`config.mk`:
```
export PLATFORM = sky130hd
export DESIGN_NAME = i2c_cmd_arbiter
export DESIGN_NICKNAME = d
export VERILOG_FILES = /design/src/rtl/codec_cfg_pkg.sv /design/src/rtl/rr_arb2.sv /design/src/rtl/i2c_cmd_arbiter.sv
export SDC_FILE = /design/constraint.sdc
export NUM_CORES = 1
export LEC_CHECK = 0
export CAP_MARGIN = 20
export CORE_UTILIZATION = 51
export DETAILED_ROUTE_END_ITERATION = 10
export HOLD_SLACK_MARGIN = 0.03
export PLACE_DENSITY = 0.84
export SLEW_MARGIN = 25
export SYNTH_ARGS = -nofsm -noshare
export SYNTH_HDL_FRONTEND = slang
export SYNTH_SLANG_ARGS = --single-unit
export TNS_END_PERCENT = 20
```
`constraint.sdc`:
```
create_clock -name audio_clk -period 2.9 [get_ports audio_clk]
set_input_delay 0.58 -clock audio_clk [delete_from_list [all_inputs] [get_ports audio_clk]]
set_output_delay 0.58 -clock audio_clk [all_outputs]
set_load 0.05 [all_outputs]
```
`src/rtl/codec_cfg_pkg.sv`:
```
// Shared definitions for the codec-configuration I2C command path:
// arbiter FSM states, codec bus addresses and default timing limits.
package codec_cfg_pkg;

    typedef enum logic [2:0] {
        IDLE,
        ISSUE,
        WAIT_BUSY,
        WAIT_DONE,
        RESP
    } arb_state_t;

    // Codec I2C device address and the fixed high byte of its register map
    localparam logic [7:0] CODEC_DEV_ADDR  = 8'b0111_0110;
    localparam logic [7:0] CODEC_SUBADDR_H = 8'h40;

    localparam logic [15:0] DEFAULT_TIMEOUT   = 16'd50000;
    localparam int unsigned DEFAULT_MAX_RETRY = 2;

endpackage

```
`src/rtl/rr_arb2.sv`:
```
// Two-input round-robin arbiter: on contention the port that was not granted
// last wins. Purely combinational; the last_grant history lives in the parent.
module rr_arb2 (
    input  logic [1:0] req,
    input  logic       last_grant,
    input  logic       enable,
    output logic [1:0] grant
);

    always_comb begin
        grant = 2'b00;
        if (enable) begin
            if (req == 2'b11) begin
                grant = last_grant ? 2'b01 : 2'b10;
            end else begin
                grant = req;
            end
        end
    end

endmodule

```
`src/rtl/i2c_cmd_arbiter.sv`:
```
// Shares the codec I2C master between the init sequencer (port 0) and the
// runtime control path (port 1), with retry, watchdog and ack/err reporting.
module i2c_cmd_arbiter
    import codec_cfg_pkg::*;
#(
    parameter int unsigned     MAX_RETRY = DEFAULT_MAX_RETRY,
    parameter int unsigned     TO_W      = 16,
    parameter logic [TO_W-1:0] TIMEOUT   = TO_W'(DEFAULT_TIMEOUT)
) (
    input  logic       audio_clk,
    input  logic       reset,
    input  logic       r0_req,
    input  logic [7:0] r0_subaddr,
    input  logic [7:0] r0_data,
    output logic       r0_ack,
    output logic       r0_err,
    input  logic       r1_req,
    input  logic [7:0] r1_subaddr,
    input  logic [7:0] r1_data,
    output logic       r1_ack,
    output logic       r1_err,
    output logic       m_write,
    output logic [7:0] m_subaddr,
    output logic [7:0] m_data,
    input  logic       m_ready,
    input  logic       m_error,
    output logic       busy,
    output logic [1:0] grant
);

    localparam logic [2:0]      RETRY_LIMIT = 3'(MAX_RETRY);
    localparam logic [TO_W-1:0] WDOG_LAST   = TIMEOUT - TO_W'(1);

    arb_state_t      state_q, state_d;
    logic [2:0]      retry_q, retry_d;
    logic [TO_W-1:0] wdog_q, wdog_d;
    logic            last_grant_q, last_grant_d;
    logic [1:0]      grant_q, grant_d;
    logic [7:0]      sub_q, sub_d;
    logic [7:0]      data_q, data_d;
    logic            write_q, write_d;
    logic [1:0]      ack_q, ack_d;
    logic [1:0]      err_q, err_d;
    logic [1:0]      arb_grant;
    logic            attempt_done;
    logic            attempt_fail;

    rr_arb2 u_arb (
        .req        ({r1_req, r0_req}),
        .last_grant (last_grant_q),
        .enable     (state_q == IDLE),
        .grant      (arb_grant)
    );

    always_comb begin
        // NOTE: every variable gets a default before the case so no path can
        // leave it unassigned, which would otherwise infer a latch.
        state_d      = state_q;
        retry_d      = retry_q;
        wdog_d       = wdog_q;
        last_grant_d = last_grant_q;
        grant_d      = grant_q;
        sub_d        = sub_q;
        data_d       = data_q;
        write_d      = 1'b0;
        ack_d        = 2'b00;
        err_d        = 2'b00;
        attempt_done = 1'b0;
        attempt_fail = 1'b0;

        case (state_q)
            IDLE: begin
                if (arb_grant != 2'b00) begin
                    grant_d      = arb_grant;
                    last_grant_d = arb_grant[1];
                    retry_d      = '0;
                    sub_d        = arb_grant[1] ? r1_subaddr : r0_subaddr;
                    data_d       = arb_grant[1] ? r1_data    : r0_data;
                    state_d      = ISSUE;
                end
            end
            ISSUE: begin
                if (m_ready) begin
                    write_d = 1'b1;
                    wdog_d  = '0;
                    state_d = WAIT_BUSY;
                end
            end
            WAIT_BUSY: begin
                if (wdog_q == WDOG_LAST) begin
                    attempt_done = 1'b1;
                    attempt_fail = 1'b1;
                end else begin
                    wdog_d = wdog_q + TO_W'(1);
                    if (!m_ready) state_d = WAIT_DONE;
                end
            end
            WAIT_DONE: begin
                // Completion wins over a watchdog expiry in the same cycle
                if (m_ready) begin
                    attempt_done = 1'b1;
                    attempt_fail = m_error;
                end else if (wdog_q == WDOG_LAST) begin
                    attempt_done = 1'b1;
                    attempt_fail = 1'b1;
                end else begin
                    wdog_d = wdog_q + TO_W'(1);
                end
            end
            RESP: begin
                grant_d = 2'b00;
                state_d = IDLE;
            end
            default: state_d = IDLE;
        endcase

        // The pulse is registered so it is visible during RESP, while grant is still held
        if (attempt_done) begin
            if (attempt_fail && (retry_q < RETRY_LIMIT)) begin
                retry_d = retry_q + 3'd1;
                state_d = ISSUE;
            end else begin
                ack_d   = attempt_fail ? 2'b00 : grant_q;
                err_d   = attempt_fail ? grant_q : 2'b00;
                state_d = RESP;
            end
        end
    end

    always_ff @(posedge audio_clk) begin
        // NOTE: sequential state uses non-blocking assignments so every
        // register samples pre-edge values regardless of statement order.
        if (!reset) begin
            state_q      <= IDLE;
            retry_q      <= '0;
            wdog_q       <= '0;
            last_grant_q <= 1'b1;
            grant_q      <= 2'b00;
            sub_q        <= '0;
            data_q       <= '0;
            write_q      <= 1'b0;
            ack_q        <= 2'b00;
            err_q        <= 2'b00;
        end else begin
            state_q      <= state_d;
            retry_q      <= retry_d;
            wdog_q       <= wdog_d;
            last_grant_q <= last_grant_d;
            grant_q      <= grant_d;
            sub_q        <= sub_d;
            data_q       <= data_d;
            write_q      <= write_d;
            ack_q        <= ack_d;
            err_q        <= err_d;
        end
    end

    assign busy      = (state_q != IDLE);
    assign grant     = grant_q;
    assign m_write   = write_q;
    assign m_subaddr = sub_q;
    assign m_data    = data_q;
    assign r0_ack    = ack_q[0];
    assign r1_ack    = ack_q[1];
    assign r0_err    = err_q[0];
    assign r1_err    = err_q[1];

endmodule

```
# Word level (Yosys, flattened, before mapping)
# Index checks and enable logic that the tools add are counted.
# totals
ff_bits	46
latchBits	0
ram_bits	0
romBits	0
in_bits	38
out_inout_bits	24
mem_count	0
# classes
n_addsub	2
mul	0
n_div	0
n_lt_le_gt_ge	1
n_eq_ne	14
n_shift	0
muxes	28
bitwise_logic	3
reduce_logical	13
# ops
operator	n
$mux 16	3
$pmux 16 s3	1
$mux 3	10
$add 16x1->16 const B	1
$eq 16x16->1 const B	1
$mux 8	2
$ne 3x3->1 const B	4
$pmux 3 s4	1
$mux 2	4
$ne 2x2->1 const B	4
$reduce_or 4->1	2
$eq 3x2->1 const B	2
$reduce_and 2->1	3
$reduce_bool 3->1	2
$reduce_and 5->1	1
$mux 1	4
$pmux 1 s2	2
$pmux 2 s2	1
$reduce_bool 2->1	2
$add 3x1->3 const B	1
$eq 3x1->1 const B	1
$eq 3x3->1 const B	1
$logic_not 3->1	1
$lt 3x2->1 const B	1
4 further kinds	6

# Depth between registers and ports, before layout
# Gate-level depths: netlist of run 1.
# logic_depth
depth_word	8
ltp_mapped	7
depth_no_buf	6

# Cells and area by module
# From an unflattened synthesis of run 1, not the netlist that was laid out.
# unflattened
cells_unflattened	259
area_unflattened_um2	2212.1
# by_module_without_submodules
mod	n_inst	cells_each	area_per_inst_um2
i2c_cmd_arbiter	1	254	2190.9
rr_arb2	1	5	21.3

# Least setup slack after synthesis of run 1
# Ideal clock, no wire load.
# synth_path
path_type	input to register
start	in m_ready
end	reg wdog_q[12]
setup_ns	0.070
t_arrival_ns	1.699
slack_ns	1.131
path_stages	6
cell_sequence	and3_1 > or2_0 > buf_6 > nor3_4 > or3b_1 > a21oi_1
# synth_between
elab_chain_len	2
word_cells_on_any_way	3
classes_between	eq/ne: 2; reduce/logical: 1
# synth_lines
item	line_no	text
from (decl)	i2c_cmd_arbiter.sv:25	input logic m_ready,
$ne 2x2->1 (no line)	--	
$reduce_and 3->1 (no line) *	--	
to (signal assigned)	i2c_cmd_arbiter.sv:147	wdog_q <= wdog_d;
to (decl)	i2c_cmd_arbiter.sv:36	logic [TO_W-1:0] wdog_q, wdog_d;
# Mark *: on every way between the ends. The rest lies on a longest branch, timed or not.
# A chain may end at the register's enable or synchronous reset.

# Final worst setup path of run 1
# layout_path
start	reg state_q[0]
end	out busy
# layout_between
elab_chain_len	1
# layout_lines
item	line_no	text
from (decl)	i2c_cmd_arbiter.sv:34	arb_state_t state_q, state_d;
from (signal assigned)	i2c_cmd_arbiter.sv:145	state_q <= state_d;
$reduce_bool 3->1	i2c_cmd_arbiter.sv:158	assign busy = (state_q != IDLE);
to (decl)	i2c_cmd_arbiter.sv:27	output logic busy,
# No other way between the ends.

==> implementation parameters, run 1 <==
Parameter                              Value

Power and ir drop
  Relative contribution of sequential cells to total power ... 0.440
  Sw Pwr ... 0.000560 W
  IR Drop Worst-Case VDD ... 0.312 mV
  Total internal power ... 0.00106 W
  PD cells ... 550 mW/mm²
  Share of total power consumed by net switching ... 0.345
  Leakage power ... 1.13 nW
  Logic gate share of total power ... 0.322
  Part of the total power dissipated in the clock network ... 0.238

Final layout
  Layout cells sized above 1 ... 0.0774
  Area of all placed cells without fillers ... 0.00295 mm²
  Fill cell total of the finished layout ... 330
  ANT cells ... 0
  Area Growth Syn to Fin ... 33.9%
  Fraction of the core area covered by cells at the end of the flow ... 0.723
  Layout net count ... 351

Die
  Top-Level Pins ... 62
  Number of placement rows ... 23
  X dimension of the die ... 67.8 µm
  Core region area ... 0.00409 mm²
  DIE HEIGHT ... 67.8 µm
  DIE AREA ... 0.00459 mm²
  Effective utilization at floorplan ... 0.540

Worst setup path
  Reg-to-reg setup timing slack ... 1.01 ns
  Delay-heaviest family, CP ... buffers and inverters
  Critical R2R Launch ... wdog_q[0]
  R2R Path End ... wdog_q[9]
  Slowest cell on the critical path ... clkdlybuf4s50_1
  Number of cells on the worst reg-to-reg path ... 6
  Worst-path fanout max ... 7
  Crit path capture type ... output port
  Classification of the worst setup path ... flip-flop to output port
  CP Cell Sequence ... nor3_2, inv_1, clkdlybuf4s50_1
  Crit path buf inv count ... 2
  Maximum cell stage delay along the critical path ... 0.71 ns
  Crit path required time ... 2.32 ns
  Startpoint type of the worst setup path ... flip-flop
  Worst Path Arrival ... 1.83 ns

Global routing
  Vias in the first global route ... 1885
  Initial antenna violation count ... 0
  Total global routing track utilization ... 0.247
  First-pass GRT wire length ... 8.45 mm
  Maximum number of pins on one net before global-route repair ... 33
  GR Overflow Total ... 0

Clocking
  CTS H-Tree Depth ... 2
  Clock root buffer ... clkbuf_8
  Clk sinks ... 46
  Post-CTS Resized ... 0
  Buffers from clock root to sink, at most ... 2
  CTS clock-pin slew for the worst setup and hold paths ... 0.08 ns
  Buffers inserted by post-CTS timing repair ... 0
  # hold bufs at CTS ... 0
  Clock buffers created by TritonCTS ... 5
  Clock tree from TritonCTS ... done
  Clock insertion delay at the later pin of the skew report ... 0.29 ns

STA
  Total negative setup slack ... 0 ns
  Transition time at the pin with the least slew margin ... 0.564 ns
  Final-report setup violation count ... 0
  Fraction of the cycle the final worst path needs ... 0.832
  Minimum setup slack in the final design ... 0.487 ns
  Count of pins over their slew limit ... 0
  Clock skew ... 0.00323 ns
  Fmax ... 414 MHz
  Max_slew headroom ... 0.624
  Setup repair after global routing missed its margin ... false
  Min Tclk post-route ... 2.41 ns
  Number of endpoints with negative hold slack in the final report ... 0

Placement
  DP Wirelength ... 3.86 mm
  Post-detailed-placement cell area ... 0.00287 mm²
  DP Worst Slack ... 0.418 ns
  IO buf count ... 61
  Weighted congestion at the end of routability-driven global placement ... 0.821

Logic synthesis
  Synth area leader ... dfxtp_1
  Share of synthesized area occupied by flip-flops and latches ... 0.417
  Biggest area contributors in the synthesized netlist ... dfxtp_1 42%, mux2i_1 7.3%, a21oi_1 5.2%
  Post-synth net total ... 289
  FFs w/ async S/R, synth ... 0
  Most used flip-flop cell after synthesis ... dfxtp_1
  Distinct cell type count after synthesis ... 50
  Number of instances in the synthesized netlist ... 249
  Fraction of post-synthesis cell area in the top cell type by area ... 0.417
  Average cell area after synthesis ... 8.86 µm²
  Yosys warnings ... 0
  Number of flops mapped to enable cells by yosys ... 0
  Register bit count reported by yosys ... 46
  Cell area after synthesis ... 0.00221 mm²

Flow run
  Number of max-cap violations ... 0

Route
  Wire length per cell ... 14.8 µm
  Detailed Route Iter0 Violations ... 182
  DR pass1 iterations ... 4
  Total routed wirelength ... 5.31 mm
  Average via count per standard cell ... 5.69
  Total via count in the routed design ... 2050
  DRC ... 0
  Residual antenna-violating net count after detailed routing ... 0

Worst hold path
  Type of the tightest min-delay check ... flip-flop to flip-flop
  Startpoint of the tightest hold check path ... grant[1]
  Hold Path Depth ... 2
  Destination of the worst hold path ... grant[1]

Run status
  Outcome ... complete, no violations
## area by class of cell
| cell class | instances | area, µm² | area share |
|---|---|---|---|
| clock buffers | 6 | 82.6 | 0.0280 |
| inverters | 5 | 18.8 | 0.00636 |
| multi-input cells | 184 | 1200 | 0.406 |
| flip-flops and latches | 46 | 921 | 0.312 |
| well taps | 50 | 62.6 | 0.0212 |
| repair buffers | 69 | 671 | 0.227 |
## layout by cell type, fill, tap and decap left out, types with 6 or more instances in the layout
cell type / Yosys / final
xor2_1: 6 / 6
nor3_1: 7 / 7
nand4_1: 8 / 8
buf_4: 1 / 8
nand2_1: 10 / 10
mux2i_1: 16 / 16
clkdlybuf4s50_1: 0 / 61
nand3_1: 13 / 13
a21oi_1: 23 / 23
o21ai_0: 21 / 21
nor2_1: 23 / 23
dfxtp_1: 46 / 46
and4_1: 6 / 6
clkbuf_8: 0 / 6
## worst register-to-register path, cell delays in order, from the launching register on
cell	delay, ns
dfxtp_1	0.44
ha_1	0.26
and4_1	0.24
and4_1	0.41
nor3_4	0.11
a211oi_1	0.26
a31o_1	0.12
## sequential cells by signal, summed over array words and instances (netlist names)
name and cells:
state_q 3, grant 2, m_subaddr 8, last_grant_q 1, retry_q 3, m_write 1
err_q 2, ack_q 2, m_data 8, wdog_q 16
## layer usage
layer / share of wire / wire [µm] / global-route usage
met3: 0.063 / 335 / 0.0912
met4: 0.0085 / 45 / 0.0745
met1: 0.46 / 2430 / 0.308
met2: 0.47 / 2500 / 0.392
met5: 0 / 0 / 0
## worst max path at each step
stage               startpoint          to  slack (ns)  cells after the start
CTS                 state_q[0]        busy        0.50                      3
finish              state_q[0]        busy        0.49                      3
global route        state_q[0]        busy        0.39                      3
global placement       m_ready  wdog_q[12]        0.47                      6
floorplan              m_ready  wdog_q[12]        1.13                      6
detailed placement     m_ready   wdog_q[9]        0.42                      6
## Yosys cell counts, types with 5 or more instances
cell / n
clkbuf_1: 7
dfxtp_1: 46
nor2_1: 23
mux2i_1: 16
nor3_1: 7
nand3_1: 13
o21ai_0: 21
nand4_1: 8
and4_1: 6
xor2_1: 6
xnor2_1: 5
nand2_1: 10
a21oi_1: 23
## logic make-up (layout without fill, tap and decap cells)
logic type / Yosys count / count (layout) / share of synthesized area
simple gates: 97 / 97 / 0.265
compound gates: 58 / 58 / 0.150
flops: 46 / 46 / 0.417
buf+inv: 19 / 80 / 0.0397
mux: 16 / 16 / 0.0726
xor+xnor: 11 / 11 / 0.0437
fa+ha+maj: 2 / 2 / 0.0113
## power groups by stage
stage	Combinational (W)	Clock, W	Sequential, W
floorplan	0.000187	0	0.000874
global placement	0.000514	0	0.000726
detailed placement	0.000520	0	0.000728
CTS	0.000523	0.000395	0.000715
global route	0.000560	0.000429	0.000722
finish	0.000523	0.000386	0.000715
## per-stage QoR
| stage | total power [W] | cells | hold WS [ns] |
|---|---|---|---|
| floorplan | 0.00106 | 249 | 0.453 |
| global placement | 0.00124 | 354 | 0.473 |
| detailed placement | 0.00125 | 354 | 0.474 |
| CTS | 0.00163 | 360 | 0.489 |
| global route | 0.00171 | 360 | 0.516 |
| finish | 0.00162 | 360 | 0.489 |
(Power assumes the default switching activity.)
==> run 2, diff against run 1 <==
- CORE_UTILIZATION: 51 -> 43
- PLACE_DENSITY: 0.84 -> 0.76
- clock period: 2.9 -> 2.2 ns (I/O delays scaled with it)
==> implementation parameters, run 2 (synthesized netlist as in run 1, its figures left out) <==
Parameter                              Value

Route
  DR pass1 iterations ... 4
  Wire length per cell ... 13.4 µm
  Detailed Route Iter0 Violations ... 130
  Average via count per standard cell ... 5.38
  Residual antenna-violating net count after detailed routing ... 0
  Total via count in the routed design ... 2054
  DRC ... 0
  Total routed wirelength ... 5.14 mm

Placement
  Weighted congestion at the end of routability-driven global placement ... 0.819
  IO buf count ... 61
  DP Worst Slack ... 0.0142 ns
  DP Wirelength ... 3.80 mm

Power and ir drop
  IR Drop Worst-Case VDD ... 0.500 mV
  Leakage power ... 1.16 nW
  PD cells ... 745 mW/mm²

Final layout
  Fill cell total of the finished layout ... 451
  Area Growth Syn to Fin ... 37.4%
  Largest register FFs ... 16
  Leading cell types in the layout, fill and taps excluded ... 60 x clkdlybuf4s50_1, 46 x dfxtp_1, 23 x a21oi_1, 23 x nor2_1, 21 x o21ai_0
  Largest Register ... wdog_q
  Most common cell after layout, fill and taps aside ... clkdlybuf4s50_1
  Layout net count ... 354
  Multi-input logic area ... 0.00120 mm²
  Sequential cell area ... 921 µm²
  Layout cells sized above 1 ... 0.0889
  ANT cells ... 0

STA
  Total negative setup slack ... 0 ns
  Count of pins over their slew limit ... 0
  Smallest hold slack ... 0.495 ns
  Minimum setup slack in the final design ... 0.268 ns
  Number of endpoints with negative hold slack in the final report ... 0
  Max_slew headroom ... 0.640
  Final-report setup violation count ... 0
  Min Tclk post-route ... 1.93 ns
  Fmax ... 518 MHz
  Transition time at the pin with the least slew margin ... 0.538 ns
  Fraction of the cycle the final worst path needs ... 0.878
  Clock skew ... 0.00881 ns
  Setup repair after global routing missed its margin ... false

Worst setup path
  Crit path capture type ... output port
  Worst-path fanout max ... 2
  Critical R2R Launch ... state_q[1]
  CP Cell Sequence ... clkdlybuf4s50_1
  Startpoint type of the worst setup path ... flip-flop
  Classification of the worst setup path ... flip-flop to output port
  Launching instance or port of the critical path ... m_subaddr[3]
  Slowest cell on the critical path ... clkdlybuf4s50_1
  Maximum cell stage delay along the critical path ... 0.84 ns
  Crit path buf inv count ... 1
  Worst Path Arrival ... 1.49 ns
  Delay-heaviest family, CP ... buffers and inverters
  Crit path required time ... 1.76 ns

Clocking
  CTS clock-pin slew for the worst setup and hold paths ... 0.08 ns
  Buffers from clock root to sink, at most ... 2
  CTS H-Tree Depth ... 2
  Clock insertion delay at the later pin of the skew report ... 0.30 ns
  Buffers inserted by post-CTS timing repair ... 0
  Post-CTS Resized ... 0
  Clk sinks ... 46
  Clock root buffer ... clkbuf_8
  Clock tree from TritonCTS ... done
  Clock buffers created by TritonCTS ... 5
  # hold bufs at CTS ... 0

Worst hold path
  Type of the tightest min-delay check ... flip-flop to flip-flop
  Startpoint of the tightest hold check path ... wdog_q[1]

Die
  Top-Level Pins ... 62
  DIE AREA ... 0.00542 mm²
  Number of placement rows ... 25
  X dimension of the die ... 73.6 µm
  DIE HEIGHT ... 73.6 µm
  Effective utilization at floorplan ... 0.458
  Core region area ... 0.00482 mm²

Flow run
  Number of max-cap violations ... 0

Global routing
  Initial antenna violation count ... 0
  Maximum number of pins on one net before global-route repair ... 33
  GR Overflow Total ... 0
  Total global routing track utilization ... 0.206
  Vias in the first global route ... 1965
  First-pass GRT wire length ... 8.53 mm

Run status
  Outcome ... complete, no violations
-- run 2: power by group --
group | internal (W) | switching, W
sequential | 0.000900 | 0.0000495
combinational | 0.000273 | 0.000422
clock | 0.000340 | 0.000274
-- run 2: through the flow --
stage,total power [W],area [µm²],utilization,std cells
6_report,0.00226,3030,0.629,382
5_1_grt,0.00237,3030,0.629,382
2_1_floorplan,0.00140,2210,-,249
3_5_place_dp,0.00166,2920,0.607,374
4_1_cts,0.00228,3030,0.629,382
3_3_place_gp,0.00165,2920,0.607,374
-- run 2: per-layer routing --
metal  GRT usage  up-vias  share of wire
li1            -     1038              -
met1       0.248      939           0.46
met2       0.333       68           0.45
met3      0.0727        9          0.080
met4      0.0855        0          0.017
met5           0        -              0
-- run 2: layout make-up --
class | count | area share
inverters | 5 | 0.00619
clock inverters | 1 | 0.00991
multi-input cells | 184 | 0.395
flip-flops and latches | 46 | 0.304
clock buffers | 7 | 0.0252
well taps | 67 | 0.0277
repair buffers | 72 | 0.232
-- run 2: path summary, 6_finish.rpt --
| path | slack (ns) | to | depth (start not counted) |
|---|---|---|---|
| max reg2reg | 0.33 | wdog_q[10] | 5 |
| max | 0.27 | m_subaddr[3] | 1 |
| min reg2reg | 0.49 | wdog_q[1] | 2 |
| min | 0.49 | wdog_q[1] | 2 |
-- run 2: worst reg2reg max path, cell delays in order (launching register included) --
cell     delay (ns)
dfxtp_1        0.64
and2b_1        0.32
nand2_1        0.11
or4b_1         0.49
xor2_1         0.15
nor2_1         0.05
==> RTL change, RTL diff (config.mk and constraints of run 2) <==
The parameter `TO_W` goes from 16 to 18.
--- a/src/rtl/i2c_cmd_arbiter.sv
+++ b/src/rtl/i2c_cmd_arbiter.sv
@@ -4,7 +4,7 @@
     import codec_cfg_pkg::*;
 #(
     parameter int unsigned     MAX_RETRY = DEFAULT_MAX_RETRY,
-    parameter int unsigned     TO_W      = 16,
+    parameter int unsigned     TO_W      = 18,
     parameter logic [TO_W-1:0] TIMEOUT   = TO_W'(DEFAULT_TIMEOUT)
 ) (
     input  logic       audio_clk,
Function: same outputs for any inputs over 10 cycles, from zero or initial values and one cycle with reset low; that may be too few to reach the edited logic, so the function may still have changed.
==> RTL change against run 2 <==
  * Synthesized cell count stayed put
  * Setup slack worse by 0.12 ns
  * Final area is 2.0% higher
  * Power is 3.3% higher
  * Sequential cell count is 2 higher
  * Combinational power is 2% higher
  * Area after synthesis is 2.2% higher
  * Via count is 0.49% lower
  * Clock power is 3.6% higher
  * Wire length is 1.7% lower
  * Critical path depth is 6 higher
  * Largest cell class unchanged
==> RTL change: results (changes against run 2) <==
global_routing:
  grt_max_degree: 33  # unchanged
  grt_util_met1_pct: 23.7  # -1.1 points
  grt_util_all_layers_pct: 19.5  # -1.1 points
  grt_use_met3_pct: 7.45  # +0.18 points
  grt_pass1_vias: 1919  # -2.3%
  grt_pass1_wl_um: 8400  # -1.5%
  met2_usage_pct: 32.2  # -1.1 points
drt:
  wl_met3_um: 439  # +6.6%
  wl_per_cell_um: 13.1  # -2.5%
  first_iter_violations: 96  # -26%
  wl_met1_um: 2230  # -4.9%
  wl_met2_um: 2330  # +1.7%
  first_pass_iters: 5  # +1
  via_count: 2044  # -0.49%
finish:
  clk_share_pct: 3.60  # +0.094 points
  nNonClkBuffers: 73  # +1.4%
  drive_above_1_share_pct: 10.7  # +1.8 points
  largest_reg_flops: 18  # +2
  buf_share_pct: 23.0  # -0.21 points
  multi_input_area_share_pct: 38.9  # -0.65 points
  final.fill_count: 444  # -1.6%
  clockBufferCount: 5  # -2
  regArea_sq_um: 961  # +4.3%
  inv_count: 6  # +1
  layout.nets: 357  # +0.85%
worst_hold_path:
  holdPathEnd: "ack_q[1]$_SDFF_PP0_"
  hold_depth: 2  # unchanged
synthesis:
  synth_top_cells_by_count: "48 x dfxtp_1, 27 x a21oi_1, 18 x mux2i_1"
  synth-compound-area-share_pct: 18.6  # +3.6 points
  synthTopCellsByArea: "dfxtp_1 43%, mux2i_1 8.0%, a21oi_1 6.0%"
  yosysWarnings: 0  # unchanged
  yosys_register_bits: 48  # +4.3%
  synth_fa_ha_area_share_pct: 1.11  # -0.024 points
  synthXorXnorAreaFrac_pct: 4.66  # +0.30 points
  ys_seq_area_share_pct: 42.6  # +0.90 points
  synth_cell_types: 52  # +4.0%
  synthMuxAreaShare_pct: 8.00  # +0.74 points
clocking:
  clockBufferDepth: 2  # unchanged
  cts_resized: 0  # unchanged
  cts.clk_slew.worst_paths_ns: 0.10  # +0.02 ns
critical_path:
  slowest_stage: "or4_1"
  r2r_end: "wdog_q[1]$_SDFFE_PN0P_"
  r2r-start: "wdog_q[10]$_SDFFE_PN0P_"
  r2r_slack_ns: 0.15  # -0.18 ns
  crit_fanout: 6  # +4
  crit_family: "simple AND/OR/NAND/NOR gates"
  max_stage_delay_ns: 0.50  # -0.34 ns
  worstRegToRegCells: 7  # +2
power:
  peakVddDrop_v: 0.000439  # -12%
  p_leak_uw: 0.00120  # +3.8%
placed_design:
  hpwl_um: 3680  # -3.1%
  gp_congestion: 0.782  # -4.6%
status:
  status: "finished clean"
sta:
  clock_skew_ns: 0.0114  # +0.00255 ns
  max_slew_margin_pct: 60.2  # -3.8 points
[RTL change: cell count changes in the layout (fill, tap and decap cells not counted), sizes merged, moves of 3 or more]
cell / change
a21oi: +3
and2: -4
and3: +3
and4: -4
nand2: +4
nand4: -7
nor2: -5
nor4b: -3
o21ai: +7
or3: +3
xnor2: +4
xor2: -3
[RTL change: worst min-delay path: stages, from the launching register on]
cell and delay [ns]:
dfxtp_1 0.35, nand2_1 0.07, nor3_1 0.04
[RTL change: worst max path at each step]
stage,startpoint,endpoint,slack (ns)
final,wdog_q[10]$_SDFFE_PN0P_,wdog_q[1]$_SDFFE_PN0P_,0.15
after global routing,wdog_q[10]$_SDFFE_PN0P_,wdog_q[1]$_SDFFE_PN0P_,0.03
after CTS,wdog_q[10]$_SDFFE_PN0P_,wdog_q[1]$_SDFFE_PN0P_,0.16
after detailed placement,m_ready,wdog_q[16]$_SDFFE_PN0P_,0.005
after global placement,m_ready,wdog_q[17]$_SDFFE_PN0P_,0.03
after floorplan,wdog_q[10]$_SDFFE_PN0P_,wdog_q[2]$_SDFFE_PN0P_,0.30
[RTL change: through the flow]
stage	setup slack (ns)	hold WS, ns	instances	cell area [sq um]	power (uW)
after global placement	0.0274	0.469	377	2980	1710
final	0.152	0.494	385	3090	2330
after global routing	0.0340	0.525	385	3090	2440
after floorplan	0.301	0.453	249	2250	1450
after CTS	0.162	0.502	385	3090	2350
after detailed placement	0.00451	0.481	377	2980	1710
[RTL change: power breakdown]
part	total (uW)	internal, uW	switching, uW
sequential	986	938	47.8
clock	636	337	299
combinational	710	276	434
total	2330	1550	781
